[src/rtl/ctrl_pkg.sv]
// ctrl_pkg: shared definitions for the pipelined control unit.
//   - opcode encodings recognised by the decoder
//   - widths of the EX / M / WB control bundles
//   - bit positions of every control signal inside its bundle
//   - decoder result structure and a small bundle helper
package ctrl_pkg;

    localparam int OPC_W = 6;

    localparam logic [OPC_W-1:0] OP_R    = 6'b000000;
    localparam logic [OPC_W-1:0] OP_LW   = 6'b100011;
    localparam logic [OPC_W-1:0] OP_SW   = 6'b101011;
    localparam logic [OPC_W-1:0] OP_BEQ  = 6'b000100;
    localparam logic [OPC_W-1:0] OP_ADDI = 6'b001000;

    localparam int EX_W = 4;
    localparam int M_W  = 3;
    localparam int WB_W = 2;

    // EX bundle: {RegDst, ALUOp[1:0], ALUSrc}
    localparam int EX_REGDST   = 3;
    localparam int EX_ALUOP_HI = 2;
    localparam int EX_ALUOP_LO = 1;
    localparam int EX_ALUSRC   = 0;

    // M bundle: {Branch, MemRead, MemWrite}
    localparam int M_BRANCH   = 2;
    localparam int M_MEMREAD  = 1;
    localparam int M_MEMWRITE = 0;

    // WB bundle: {RegWrite, MemtoReg}
    localparam int WB_REGWRITE = 1;
    localparam int WB_MEMTOREG = 0;

    typedef struct packed {
        logic [EX_W-1:0] ex;
        logic [M_W-1:0]  m;
        logic [WB_W-1:0] wb;
        logic            illegal;
        logic            uses_rt;   // rt is read as a source operand
    } dec_t;

    function automatic logic is_load(input logic [M_W-1:0] m);
        return m[M_MEMREAD];
    endfunction

endpackage

[src/rtl/ctrl_pipe_if.sv]
// ctrl_pipe_if: ID-stage request and pipeline control outputs of ctrl_pipe.
//   master (ID stage / driver): id_valid, opcode, id_rs, id_rt, hold, flush
//   slave  (ctrl_pipe)        : stall_if_id, ex_ctrl, ex_illegal, mem_ctrl, wb_ctrl
interface ctrl_pipe_if #(
    parameter int REG_AW = 5
);
    import ctrl_pkg::*;

    logic              id_valid;
    logic [OPC_W-1:0]  opcode;
    logic [REG_AW-1:0] id_rs;
    logic [REG_AW-1:0] id_rt;
    logic              hold;
    logic              flush;

    logic              stall_if_id;
    logic [EX_W-1:0]   ex_ctrl;
    logic              ex_illegal;
    logic [M_W-1:0]    mem_ctrl;
    logic [WB_W-1:0]   wb_ctrl;

    modport master (
        output id_valid, opcode, id_rs, id_rt, hold, flush,
        input  stall_if_id, ex_ctrl, ex_illegal, mem_ctrl, wb_ctrl
    );

    modport slave (
        input  id_valid, opcode, id_rs, id_rt, hold, flush,
        output stall_if_id, ex_ctrl, ex_illegal, mem_ctrl, wb_ctrl
    );
endinterface

[src/rtl/ctrl_decode.sv]
// ctrl_decode: combinational opcode decoder.
//   opcode : ID-stage opcode
//   dec    : EX/M/WB bundles, illegal flag and uses_rt for the hazard check
//   EXT_OPS: 1 also accepts addi, 0 treats addi as illegal
module ctrl_decode
    import ctrl_pkg::*;
#(
    parameter bit EXT_OPS = 1'b1
) (
    input  logic [OPC_W-1:0] opcode,
    output dec_t             dec
);

    always_comb begin
        // NOTE: defaults come first so every field is written on every path;
        // a field left unassigned on some path would infer a latch.
        dec         = '0;
        dec.illegal = 1'b1;
        case (opcode)
            OP_R: begin
                dec.ex[EX_REGDST]   = 1'b1;
                dec.ex[EX_ALUOP_HI] = 1'b1;
                dec.wb[WB_REGWRITE] = 1'b1;
                dec.uses_rt         = 1'b1;
                dec.illegal         = 1'b0;
            end
            OP_LW: begin
                dec.ex[EX_ALUSRC]   = 1'b1;
                dec.m[M_MEMREAD]    = 1'b1;
                dec.wb[WB_REGWRITE] = 1'b1;
                dec.wb[WB_MEMTOREG] = 1'b1;
                dec.illegal         = 1'b0;
            end
            OP_SW: begin
                dec.ex[EX_ALUSRC]   = 1'b1;
                dec.m[M_MEMWRITE]   = 1'b1;
                dec.uses_rt         = 1'b1;
                dec.illegal         = 1'b0;
            end
            OP_BEQ: begin
                dec.ex[EX_ALUOP_LO] = 1'b1;
                dec.m[M_BRANCH]     = 1'b1;
                dec.uses_rt         = 1'b1;
                dec.illegal         = 1'b0;
            end
            OP_ADDI: begin
                // rt is the destination of addi, never a source
                if (EXT_OPS) begin
                    dec.ex[EX_ALUSRC]   = 1'b1;
                    dec.wb[WB_REGWRITE] = 1'b1;
                    dec.illegal         = 1'b0;
                end
            end
            default: ;
        endcase
    end

endmodule

[src/rtl/ctrl_pipe.sv]
// ctrl_pipe: pipelined control unit sitting at the ID/EX boundary.
//   clk, rst : rising-edge clock, synchronous active-high reset
//   bus      : ctrl_pipe_if.slave
//              in : id_valid, opcode, id_rs, id_rt, hold, flush
//              out: stall_if_id (combinational load-use stall),
//                   ex_ctrl / ex_illegal (ID/EX), mem_ctrl (MEM1), wb_ctrl (MEM/WB)
// Stage order: ID/EX -> MEM1 .. MEM<MEM_LAT> -> MEM/WB. hold freezes all of them;
// a bubble (flush, load-use stall or invalid ID slot) loads zeros into ID/EX only.
module ctrl_pipe
    import ctrl_pkg::*;
#(
    parameter int REG_AW  = 5,
    parameter int MEM_LAT = 1,
    parameter bit EXT_OPS = 1'b1
) (
    input  logic       clk,
    input  logic       rst,
    ctrl_pipe_if.slave bus
);

    dec_t dec;

    ctrl_decode #(.EXT_OPS(EXT_OPS)) u_decode (
        .opcode (bus.opcode),
        .dec    (dec)
    );

    // Producer that must stall an ID consumer: a load with a non-$0
    // destination that matches rs, or rt when the consumer reads rt.
    function automatic logic load_use(
        input logic [M_W-1:0]    m,
        input logic [REG_AW-1:0] dst,
        input logic [REG_AW-1:0] rs,
        input logic [REG_AW-1:0] rt,
        input logic              uses_rt
    );
        return is_load(m) && (dst != '0) && ((dst == rs) || (uses_rt && (dst == rt)));
    endfunction

    // ---------------------------------------------------------------- ID/EX
    logic [EX_W-1:0]   idex_ex_q, idex_ex_d;
    logic [M_W-1:0]    idex_m_q, idex_m_d;
    logic [WB_W-1:0]   idex_wb_q, idex_wb_d;
    logic              idex_ill_q, idex_ill_d;
    logic [REG_AW-1:0] idex_rt_q, idex_rt_d;

    logic stall;
    logic bubble;

    // Hazard taps: slot 0 is ID/EX, slot k is MEMk (k = 1 .. MEM_LAT-1).
    // The last MEM stage is never a tap: its load data is already forwardable.
    logic [MEM_LAT-1:0][M_W-1:0]    chk_m;
    logic [MEM_LAT-1:0][REG_AW-1:0] chk_rt;
    logic [MEM_LAT-1:0]             hit;

    // WB chain: slot 0 is ID/EX, slot i+1 is the output of MEM stage i.
    logic [MEM_LAT:0][WB_W-1:0] wb_chain;

    assign chk_m[0]    = idex_m_q;
    assign chk_rt[0]   = idex_rt_q;
    assign wb_chain[0] = idex_wb_q;

    for (genvar k = 0; k < MEM_LAT; k++) begin : g_hit
        assign hit[k] = load_use(chk_m[k], chk_rt[k], bus.id_rs, bus.id_rt, dec.uses_rt);
    end

    // A flushed or empty ID slot never stalls, so flush+hazard yields one bubble.
    assign stall  = !rst && bus.id_valid && !bus.flush && (|hit);
    assign bubble = bus.flush || stall || !bus.id_valid;

    always_comb begin
        idex_ex_d  = '0;
        idex_m_d   = '0;
        idex_wb_d  = '0;
        idex_ill_d = 1'b0;
        idex_rt_d  = '0;
        if (!bubble) begin
            idex_ex_d  = dec.ex;
            idex_m_d   = dec.m;
            idex_wb_d  = dec.wb;
            idex_ill_d = dec.illegal;
            idex_rt_d  = bus.id_rt;
        end
    end

    always_ff @(posedge clk) begin
        // NOTE: state registers use non-blocking assignment so every flop
        // samples the pre-edge value of its neighbours regardless of block order.
        if (rst) begin
            idex_ex_q  <= '0;
            idex_m_q   <= '0;
            idex_wb_q  <= '0;
            idex_ill_q <= 1'b0;
            idex_rt_q  <= '0;
        end else if (!bus.hold) begin
            idex_ex_q  <= idex_ex_d;
            idex_m_q   <= idex_m_d;
            idex_wb_q  <= idex_wb_d;
            idex_ill_q <= idex_ill_d;
            idex_rt_q  <= idex_rt_d;
        end
    end

    // ------------------------------------------------------------ MEM stages
    // Every stage carries wb. m and dst_rt are kept in the stages that feed a
    // hazard tap (all but the last); the first stage also drives mem_ctrl.
    for (genvar i = 0; i < MEM_LAT; i++) begin : g_mem
        logic [WB_W-1:0] wb_q;

        always_ff @(posedge clk) begin
            // NOTE: every pipeline stage is cleared on reset -- these are control
            // flops, not storage, and a surviving bundle would fire a write later.
            if (rst) begin
                wb_q <= '0;
            end else if (!bus.hold) begin
                wb_q <= wb_chain[i];
            end
        end
        assign wb_chain[i+1] = wb_q;

        if (i < MEM_LAT - 1) begin : g_tap
            logic [M_W-1:0]    m_q;
            logic [REG_AW-1:0] rt_q;

            always_ff @(posedge clk) begin
                if (rst) begin
                    m_q  <= '0;
                    rt_q <= '0;
                end else if (!bus.hold) begin
                    m_q  <= chk_m[i];
                    rt_q <= chk_rt[i];
                end
            end
            assign chk_m[i+1]  = m_q;
            assign chk_rt[i+1] = rt_q;
        end
    end

    logic [M_W-1:0] mem1_m;

    if (MEM_LAT == 1) begin : g_m_single
        // Single MEM stage: it is not a tap, so its M bundle lives here.
        logic [M_W-1:0] m_q;

        always_ff @(posedge clk) begin
            if (rst) begin
                m_q <= '0;
            end else if (!bus.hold) begin
                m_q <= idex_m_q;
            end
        end
        assign mem1_m = m_q;
    end else begin : g_m_multi
        assign mem1_m = chk_m[1];
    end

    // ---------------------------------------------------------------- MEM/WB
    logic [WB_W-1:0] memwb_wb_q;

    always_ff @(posedge clk) begin
        if (rst) begin
            memwb_wb_q <= '0;
        end else if (!bus.hold) begin
            memwb_wb_q <= wb_chain[MEM_LAT];
        end
    end

    // --------------------------------------------------------------- outputs
    assign bus.stall_if_id = stall;
    assign bus.ex_ctrl     = idex_ex_q;
    assign bus.ex_illegal  = idex_ill_q;
    assign bus.mem_ctrl    = mem1_m;
    assign bus.wb_ctrl     = memwb_wb_q;

endmodule

[src/flat_wrapper.sv]
// flat-port wrapper written by rule: the top's interface ports become plain ports
module ctrl_pipe_flat import ctrl_pkg::*;
#(
    parameter int REG_AW  = 5,
    parameter int MEM_LAT = 1,
    parameter bit EXT_OPS = 1'b1
)
  (clk, rst, bus_id_valid, bus_opcode, bus_id_rs, bus_id_rt, bus_hold, bus_flush, bus_stall_if_id, bus_ex_ctrl, bus_ex_illegal, bus_mem_ctrl, bus_wb_ctrl);
  ctrl_pipe_if #(.REG_AW(REG_AW)) bus_i ();
  input  logic clk;
  input  logic rst;
  input wire logic [$bits(bus_i.id_valid)-1:0] bus_id_valid;
  input wire logic [$bits(bus_i.opcode)-1:0] bus_opcode;
  input wire logic [$bits(bus_i.id_rs)-1:0] bus_id_rs;
  input wire logic [$bits(bus_i.id_rt)-1:0] bus_id_rt;
  input wire logic [$bits(bus_i.hold)-1:0] bus_hold;
  input wire logic [$bits(bus_i.flush)-1:0] bus_flush;
  output wire logic [$bits(bus_i.stall_if_id)-1:0] bus_stall_if_id;
  output wire logic [$bits(bus_i.ex_ctrl)-1:0] bus_ex_ctrl;
  output wire logic [$bits(bus_i.ex_illegal)-1:0] bus_ex_illegal;
  output wire logic [$bits(bus_i.mem_ctrl)-1:0] bus_mem_ctrl;
  output wire logic [$bits(bus_i.wb_ctrl)-1:0] bus_wb_ctrl;
  assign bus_i.id_valid = bus_id_valid;
  assign bus_i.opcode = bus_opcode;
  assign bus_i.id_rs = bus_id_rs;
  assign bus_i.id_rt = bus_id_rt;
  assign bus_i.hold = bus_hold;
  assign bus_i.flush = bus_flush;
  assign bus_stall_if_id = bus_i.stall_if_id;
  assign bus_ex_ctrl = bus_i.ex_ctrl;
  assign bus_ex_illegal = bus_i.ex_illegal;
  assign bus_mem_ctrl = bus_i.mem_ctrl;
  assign bus_wb_ctrl = bus_i.wb_ctrl;
  ctrl_pipe #(.REG_AW(REG_AW), .MEM_LAT(MEM_LAT), .EXT_OPS(EXT_OPS)) u_core (.clk(clk), .rst(rst), .bus(bus_i));
endmodule
[config.mk]
export PLATFORM = sky130hd
export DESIGN_NAME = ctrl_pipe_flat
export DESIGN_NICKNAME = d
export VERILOG_FILES = /design/src/rtl/ctrl_pkg.sv /design/src/rtl/ctrl_pipe_if.sv /design/src/rtl/ctrl_decode.sv /design/src/rtl/ctrl_pipe.sv /design/src/flat_wrapper.sv
export SDC_FILE = /design/constraint.sdc
export NUM_CORES = 1
export LEC_CHECK = 0
export ABC_AREA = 1
export CAP_MARGIN = 20
export CORE_MARGIN = 1.5
export CORE_UTILIZATION = 26
export CTS_CLUSTER_DIAMETER = 120
export DETAILED_ROUTE_END_ITERATION = 7
export GPL_ROUTABILITY_DRIVEN = 0
export SLEW_MARGIN = 10
export SYNTH_ARGS = -nofsm -noshare
export SYNTH_HDL_FRONTEND = slang
export SYNTH_SLANG_ARGS = --single-unit
[constraint.sdc]
create_clock -name clk -period 2.8 [get_ports clk]
set_input_delay 0.42 -clock clk [delete_from_list [all_inputs] [get_ports clk]]
set_output_delay 0.42 -clock clk [all_outputs]
set_load 0.02 [all_outputs]
After elaboration in Yosys (flattened, before gate mapping):

Index checks and enable logic that the tools add are counted.

* output and inout bits: 11
* bits in registers: 22

* mux-type cells: 13
* reductions and logical operators: 18
* equal/unequal tests: 6

Operators with widths (count)
* $eq 6x6->1 const B: 2
* $eq 5x5->1: 2
* $reduce_or 3->1: 3
* $mux 1: 8
* $eq 6x3->1 const B: 1
* $eq 6x4->1 const B: 1
* $logic_and 1x1->1: 6
* $logic_not 6->1: 1
* $mux 5: 1
* $reduce_bool 5->1: 1
* $reduce_or 5->1: 1
* $mux 2: 2
* $mux 4: 1
* $logic_not 1->1: 3
* $logic_or 1x1->1: 3
* $mux 3: 1

Depth between registers and ports, before layout:

Gate-level depths: netlist of run 1.

* depth after elaboration: 10
* depth in mapped cells: 10
* depth with buffers taken out: 9

Hierarchy:

A second synthesis of run 1 with hierarchy kept.

* cell total of the unflattened synthesis: 209
* area, all modules: 1393.8 um2

By module, submodules not included
* ctrl_pipe: cells an instance 181, seq. area each 440.4 um2, area an instance 1234.9 um2, times used 1
* ctrl_decode: cells an instance 28, seq. area each 0.0 um2, area an instance 158.9 um2, times used 1

Worst setup path before layout of run 1:

No wires, ideal clock.

* path kind: input-to-output
* from: in bus_opcode[3]
* to: out bus_stall_if_id
* buffers on the path: 1
* setup slack: 1161 ps
* cell stages on the path: 9
* arrival time: 1219 ps
* cells stage by stage: inv_1 -> nor2_2 -> nand3_1 -> nand2_1 -> nand2_2 -> o21ai_2 -> nand2_2 -> buf_6 -> inv_2

* longest elaborated chain between the ends: 7
* elaborated cells on any way between the ends: 9
* those cells by class: eq/ne: 2; mux: 1; reduce/logical: 6

Ends and longest elaborated chain
* from (decl): RTL line flat_wrapper.sv:13 `input wire logic [$bits(bus_i.opcode)-1:0] bus_opcode;`
* $eq 6x3->1, or another cell as far along: RTL line ctrl_decode.sv:19 `case (opcode)`
* $reduce_or 3->1 (no line) *
* $mux 1 *: RTL line ctrl_decode.sv:19
* $logic_and 1x1->1 *: RTL line ctrl_pipe.sv:37 `return is_load(m) && (dst != '0) && ((dst == rs) || (uses_rt && (dst == rt)));`
* $logic_or 1x1->1 *: RTL line ctrl_pipe.sv:37
* $logic_and 1x1->1 *: RTL line ctrl_pipe.sv:37
* $logic_and 1x1->1 *: RTL line ctrl_pipe.sv:68 `assign stall = !rst && bus.id_valid && !bus.flush && (|hit);`
* to (decl): RTL line flat_wrapper.sv:18 `output wire logic [$bits(bus_i.stall_if_id)-1:0] bus_stall_if_id;`

Mark *: on every way between the ends. The rest lies on a longest branch, timed or not.

Worst setup path in the final report of run 1:

Ends and elaborated chain as after synthesis.

==> results of run 1 <==
-- metal layers --
layer  global-route usage (%)  part of all wire, %  up-vias
met4                     3.75                  1.1        0
met5                        0                    0        -
met1                     12.9                   47      436
met2                     19.2                   47       23
li1                         -                    -      559
met3                     3.41                  5.1        4
-- cells by family (layout without fill, tap and decap cells) --
logic type      after synthesis  after routing  share of synthesized area [%]
xor+xnor                      5              5                           3.91
simple gates                 86             86                           37.2
flops                        18             18                           32.1
buf+inv                      30             60                           13.4
compound gates               22             22                           13.4
-- worst max-delay path: cells and delay by family --
kind,cells,cell delay (ns)
buffers and inverters,4,1.16
and+or+nand+nor,5,0.46
AOI/OAI and AO/OA,1,0.12
-- registers in the layout, indices dropped and copies added (netlist names) --
name	count
u_core.chk_m	1
u_core.bus.wb_ctrl	2
u_core.bus.ex_illegal	1
u_core.bus.ex_ctrl	3
u_core.bus.mem_ctrl	3
u_core.chk_rt	5
u_core.g_mem.wb_q	1
u_core.idex_wb_q	2
-- worst min-delay path by stage --
stage	to	depth (start not counted)	start
floorplan	u_core.idex_wb_q[0]	2	u_core.idex_wb_q[0]
global placement	u_core.idex_wb_q[0]	2	u_core.idex_wb_q[0]
detailed placement	u_core.idex_wb_q[0]	2	u_core.idex_wb_q[0]
CTS	u_core.idex_wb_q[0]	2	u_core.idex_wb_q[0]
global route	u_core.bus.ex_ctrl[0]	2	u_core.bus.ex_ctrl[0]
finish	u_core.idex_wb_q[0]	2	u_core.idex_wb_q[0]
-- cell usage in the layout (no fill, tap or decap) --
| cell type | count |
|---|---|
| a21oi_1 | 5 |
| a21oi_2 | 9 |
| buf_4 | 4 |
| clkbuf_8 | 4 |
| clkdlybuf4s50_1 | 31 |
| dfxtp_1 | 18 |
| inv_1 | 16 |
| inv_2 | 5 |
| nand2_1 | 34 |
| nand2_2 | 2 |
| nand3_1 | 7 |
| nand3_2 | 10 |
| nand4_1 | 1 |
| nor2_1 | 26 |
| nor2_2 | 4 |
| nor3_1 | 1 |
| nor3b_1 | 1 |
| o21ai_0 | 6 |
| o21ai_2 | 1 |
| o21bai_1 | 1 |
| xnor2_1 | 2 |
| xor2_1 | 3 |
-- power by group through the flow --
stage | clock (uW) | combinational, uW | sequential [uW]
6_report | 209 | 105 | 268
5_1_grt | 229 | 117 | 269
4_1_cts | 219 | 106 | 268
3_5_place_dp | 0 | 105 | 274
3_3_place_gp | 0 | 105 | 273
2_1_floorplan | 0 | 52.5 | 278
-- final cells by class --
cell class                 count  share of cell area, %
clock buffer                   4                   3.65
inverter                      21                   5.23
multi-input combinational    113                   40.5
sequential                    18                   23.9
tap                           50                   4.15
timing repair buffer          35                   22.6
-- metrics by stage --
step                util, %  total power, uW  worst slack, ns
detailed placement     35.5              379            0.198
finish                 36.9              582            0.214
global placement       35.5              379            0.249
floorplan                 -              330             1.16
CTS                    36.9              593            0.194
global route           36.9              615            0.111
==> flow_summary.json, run 1 <==
{
  "grt_usage_pct": 11.1,
  "crit_type": "in2out",
  "clkLatencyLatePin_ns": 0.25,
  "cts_buffers": 3,
  "rows": 23,
  "grt_antenna_before_repair": 0,
  "r2r-end": "u_core.idex_wb_q[0]",
  "dp_hpwl_mm": 1.80,
  "floorplan.die.height_um": 68.7,
  "hold_path.class": "reg2reg",
  "post_cts_resized": 0,
  "switchingPower_uw": 141,
  "multi_input_area_um2": 611,
  "synth_top_area_share_pct": 32.1,
  "synth.most_common_cell": "nand2_1",
  "io_pins": 32,
  "crit_end": "bus_stall_if_id",
  "crit_path_max_incr_delay_ns": 0.59,
  "p_comb_share_pct": 18.0,
  "final_area_mm2": 0.00151,
  "vias": 1022,
  "drive_gt1_share_pct": 20.4,
  "drt-pass1-iter-count": 4,
  "seqCellArea_um2": 360,
  "synth_edf_count": 0,
  "leakagePower_uw": 0.000613,
  "crit_chain": "clkdlybuf4s50_1, inv_1, nor2_2, nand3_1, nand2_1, nand2_2, o21ai_2, nand2_2, inv_2, clkdlybuf4s50_1",
  "grt_setup_unrepaired": "no",
  "period_minus_slack_ns": 2.59,
  "fin_tns_setup_ns": 0,
  "drt-initial-drc-count": 28,
  "endpoint_kind": "output port",
  "postRouteAntennaNets": 0,
  "place_area_mm2": 0.00145,
  "tightest_slew_ns": 0.625,
  "fin_crit_sh_pct": 92.4,
  "routedWlPerCell_um": 9.85,
  "wl_mm": 2.37,
  "cp.arrival_ns": 2.17,
  "p_int_uw": 440,
  "critPathLaunch": "bus_opcode[3]",
  "synth_cell_types": 23,
  "slew_violations": 0,
  "cts_tree": "yes",
  "clock-sinks": 18,
  "pwr-share-clk_pct": 36.0,
  "swShare_pct": 24.3,
  "postSynth.asyncResetShare_pct": 0,
  "clk_pin_slew_ns": 0.07,
  "cp_slowest_cell": "clkdlybuf4s50_1",
  "grt_max_degree": 20,
  "synthTopCellsByArea": "dfxtp_1, nand2_1, nand3_2",
  "grt_pass1_vias": 926,
  "slew_headroom_pct": 58.2,
  "fin_nets": 213,
  "port_buffers": 31,
  "synth_flop_cell": "dfxtp_1",
  "core-area_mm2": 0.00409,
  "root_buffer": "clkbuf_8",
  "reg2regPathDepth": 10,
  "status": "finished clean",
  "htreeDepth": 1,
  "syn-num-nets": 182,
  "fin_hold_ws_ns": 0.471,
  "area_growth_pct": 34.5,
  "clk_path_buf_depth": 2,
  "cap_violations": 0,
  "ys_top_cells_by_count": "nand2_1, nor2_1, dfxtp_1",
  "crit_required_ns": 2.38,
  "diodes": 0,
  "ff2ff_setup_slack_ns": 1.36,
  "drc": 0,
  "ir_drop_v": 0.000254,
  "cts_setup_buffers": 0,
  "r2r_start": "u_core.chk_rt[1]",
  "ys_seq_area_share_pct": 32.1,
  "dp.cells": 237,
  "die_w_um": 68.7,
  "skew_ns": 0.00423,
  "p_seq_share_pct": 46.0,
  "grt_overflow": 0,
  "final_cells": 241,
  "hold_viol": 0,
  "worst-path-max-fanout": 3,
  "synth-seq-cells": 18,
  "finalSetupViolCount": 0,
  "synthCells": 161,
  "dieArea_mm2": 0.00471,
  "syn_avg_cell_area_um2": 6.96,
  "synth_top_cell_by_area": "dfxtp_1",
  "fillCellCount": 450,
  "ys_warn_count": 0,
  "p_per_area_mw_per_mm2": 386,
  "netlist_area_mm2": 0.00112,
  "via_per_inst": 4.24,
  "holdBufCountCts": 0,
  "grt_pass1_wl_mm": 3.89,
  "maxClockFrequency_mhz": 387,
  "start_util_pct": 27.4,
  "cp-start-kind": "input pin"
}
Power figures use the tool's default switching activity.
==> run 2, diff against run 1 <==
--- a/config.mk
+++ b/config.mk
@@ -15,4 +15,5 @@
 export SLEW_MARGIN = 10
 export SYNTH_ARGS = -nofsm -noshare
 export SYNTH_HDL_FRONTEND = slang
+export SYNTH_HIERARCHICAL = 1
 export SYNTH_SLANG_ARGS = --single-unit
==> flow_summary.json, run 2 <==
{
  "dp_hpwl_mm": 2.16,
  "p_per_area_mw_per_mm2": 408,
  "postLayoutCoreUtil_pct": 35.3,
  "crit_path_max_incr_delay_ns": 0.48,
  "drive_gt1_share_pct": 19.7,
  "wl_mm": 2.92,
  "postRouteAntennaNets": 0,
  "skew_ns": 0.00286,
  "post_cts_resized": 0,
  "synth-seq-cells": 22,
  "fin_tns_setup_ns": 0,
  "ys_warn_count": 6,
  "floorplan.die.height_um": 76.2,
  "postSynth.asyncResetShare_pct": 0,
  "layout.cells.most_common": "nand2_1",
  "period_minus_slack_ns": 2.36,
  "synth_top_area_share_pct": 31.6,
  "drt-pass1-iter-count": 4,
  "grt_pass1_vias": 1213,
  "total_power_uw": 742,
  "netlist_area_mm2": 0.00139,
  "grt_antenna_before_repair": 0,
  "dieArea_mm2": 0.00581,
  "final_area_mm2": 0.00182,
  "place_area_mm2": 0.00174,
  "worst-path-max-fanout": 3,
  "area_growth_pct": 30.3,
  "synth_cell_types": 25,
  "slew_violations": 0,
  "crit_type": "in2out",
  "fin_nets": 260,
  "finalSetupViolCount": 0,
  "endpoint_kind": "output port",
  "largest_reg_flops": 5,
  "core-area_mm2": 0.00514,
  "port_buffers": 31,
  "grt_setup_unrepaired": "no",
  "final_cell_mix": "nand2_1, nor2_1, clkdlybuf4s50_1",
  "clock-sinks": 22,
  "slew_headroom_pct": 63.5,
  "holdBufCountCts": 0,
  "grt_pass1_wl_mm": 5.32,
  "ys_seq_area_share_pct": 31.6,
  "diodes": 0,
  "synth_edf_count": 0,
  "cts_setup_buffers": 0,
  "grt_max_degree": 18,
  "cts_tree": "yes",
  "cp_top_family": "buffers and inverters",
  "ir_drop_v": 0.000173,
  "io_pins": 32,
  "cts_buffers": 3,
  "htreeDepth": 1,
  "clk_path_buf_depth": 2,
  "ys_top_cells_by_count": "nand2_1, nor2_1, inv_1",
  "synthCells": 209,
  "routedWlPerCell_um": 9.48,
  "grt_overflow": 0,
  "cp_slowest_cell": "clkdlybuf4s50_1",
  "hold_viol": 0,
  "clkLatencyLatePin_ns": 0.26,
  "leakagePower_uw": 0.000760,
  "maxClockFrequency_mhz": 424,
  "via_per_inst": 4.11,
  "rows": 26,
  "synthTopCellsByArea": "dfxtp_1, nand2_1, nor2_1",
  "syn_avg_cell_area_um2": 6.67,
  "fin_crit_sh_pct": 84.2,
  "fin_hold_ws_ns": 0.457,
  "cp.buffers_inverters": 4,
  "synth_top_cell_by_area": "dfxtp_1",
  "grt_usage_pct": 11.3,
  "crit_required_ns": 2.38,
  "cap_violations": 0,
  "die_w_um": 76.2,
  "crit_chain": "clkdlybuf4s50_1, inv_1, nor2_4, nand2_2, o21ai_2, nand2_1, nor2_1, nand3_1, nand2_2, nand2_4, inv_1, dlymetal6s2s_1",
  "vias": 1266,
  "hold_path.class": "reg2reg",
  "drc": 0,
  "start_util_pct": 27.1,
  "clk_pin_slew_ns": 0.08,
  "cp.arrival_ns": 1.94,
  "status": "finished clean",
  "drt-initial-drc-count": 75,
  "syn-num-nets": 230,
  "synth_flop_cell": "dfxtp_1",
  "root_buffer": "clkbuf_8",
  "synth.most_common_cell": "nand2_1",
  "cp-start-kind": "input pin",
  "tightest_slew_ns": 0.546
}
run 2: cell count changes after synthesis, moves of 2 or more:
cell,previous run,this run
nor2_1,26,42
inv_1,16,27
nand2_1,34,43
dfxtp_1,18,22
xor2_1,3,0
buf_2,0,2
dlygate4sd1_1,3,1
nand2_2,2,4
nor2_4,0,2
o21ai_1,0,2
run 2: layout make-up:
type | instances | area, um^2
clock buffers | 3 | 41.3
clock inverters | 1 | 30.0
fillers | 575 | 3320
inverters | 33 | 124
multi-input cells | 143 | 742
flip-flops and latches | 22 | 440
well taps | 70 | 87.6
repair buffers | 36 | 350
run 2: cells by family after synthesis:
kind of cell    share of synthesized area (%)
compound gates                           11.7
simple gates                             40.9
flops                                    31.6
buf+inv                                  15.2
xor+xnor                                0.628
run 2: tightest hold or removal path, stage by stage (launching register included):
cell and delay, ns:
dfxtp_1 0.31, nand2_1 0.05, a21oi_1 0.05
run 2: power breakdown:
| group | internal (uW) | switching (uW) | total, uW |
|---|---|---|---|
| registers | 320 | 4.99 | 325 |
| logic | 56.4 | 64.6 | 121 |
| clock network | 191 | 104 | 295 |
run 2: metrics by stage:
step           worst slack (ns)  cells
2_1_floorplan             0.983    209
3_3_place_gp             0.0972    304
3_5_place_dp             0.0603    304
4_1_cts                  0.0516    308
5_1_grt                   0.291    308
6_report                  0.444    308
run 2: path summary, 6_finish.rpt:
kind / startpoint / to / slack (ns) / cells past startpoint
min: u_core/idex_wb_q[0] / u_core/idex_wb_q[0] / 0.46 / 2
min reg2reg: u_core/idex_wb_q[0] / u_core/idex_wb_q[0] / 0.46 / 2
max: bus_opcode[5] / bus_stall_if_id / 0.44 / 12
max reg2reg: u_core/chk_rt[4] / u_core/chk_m[0] / 1.38 / 10
run 2: metal layers:
metal,global-route usage [%],routed length [um],vias up
li1,-,-,693
met1,15.1,1510,537
met2,16.7,1200,32
met3,2.16,134,4
met4,7.22,77,0
met5,0,0,-
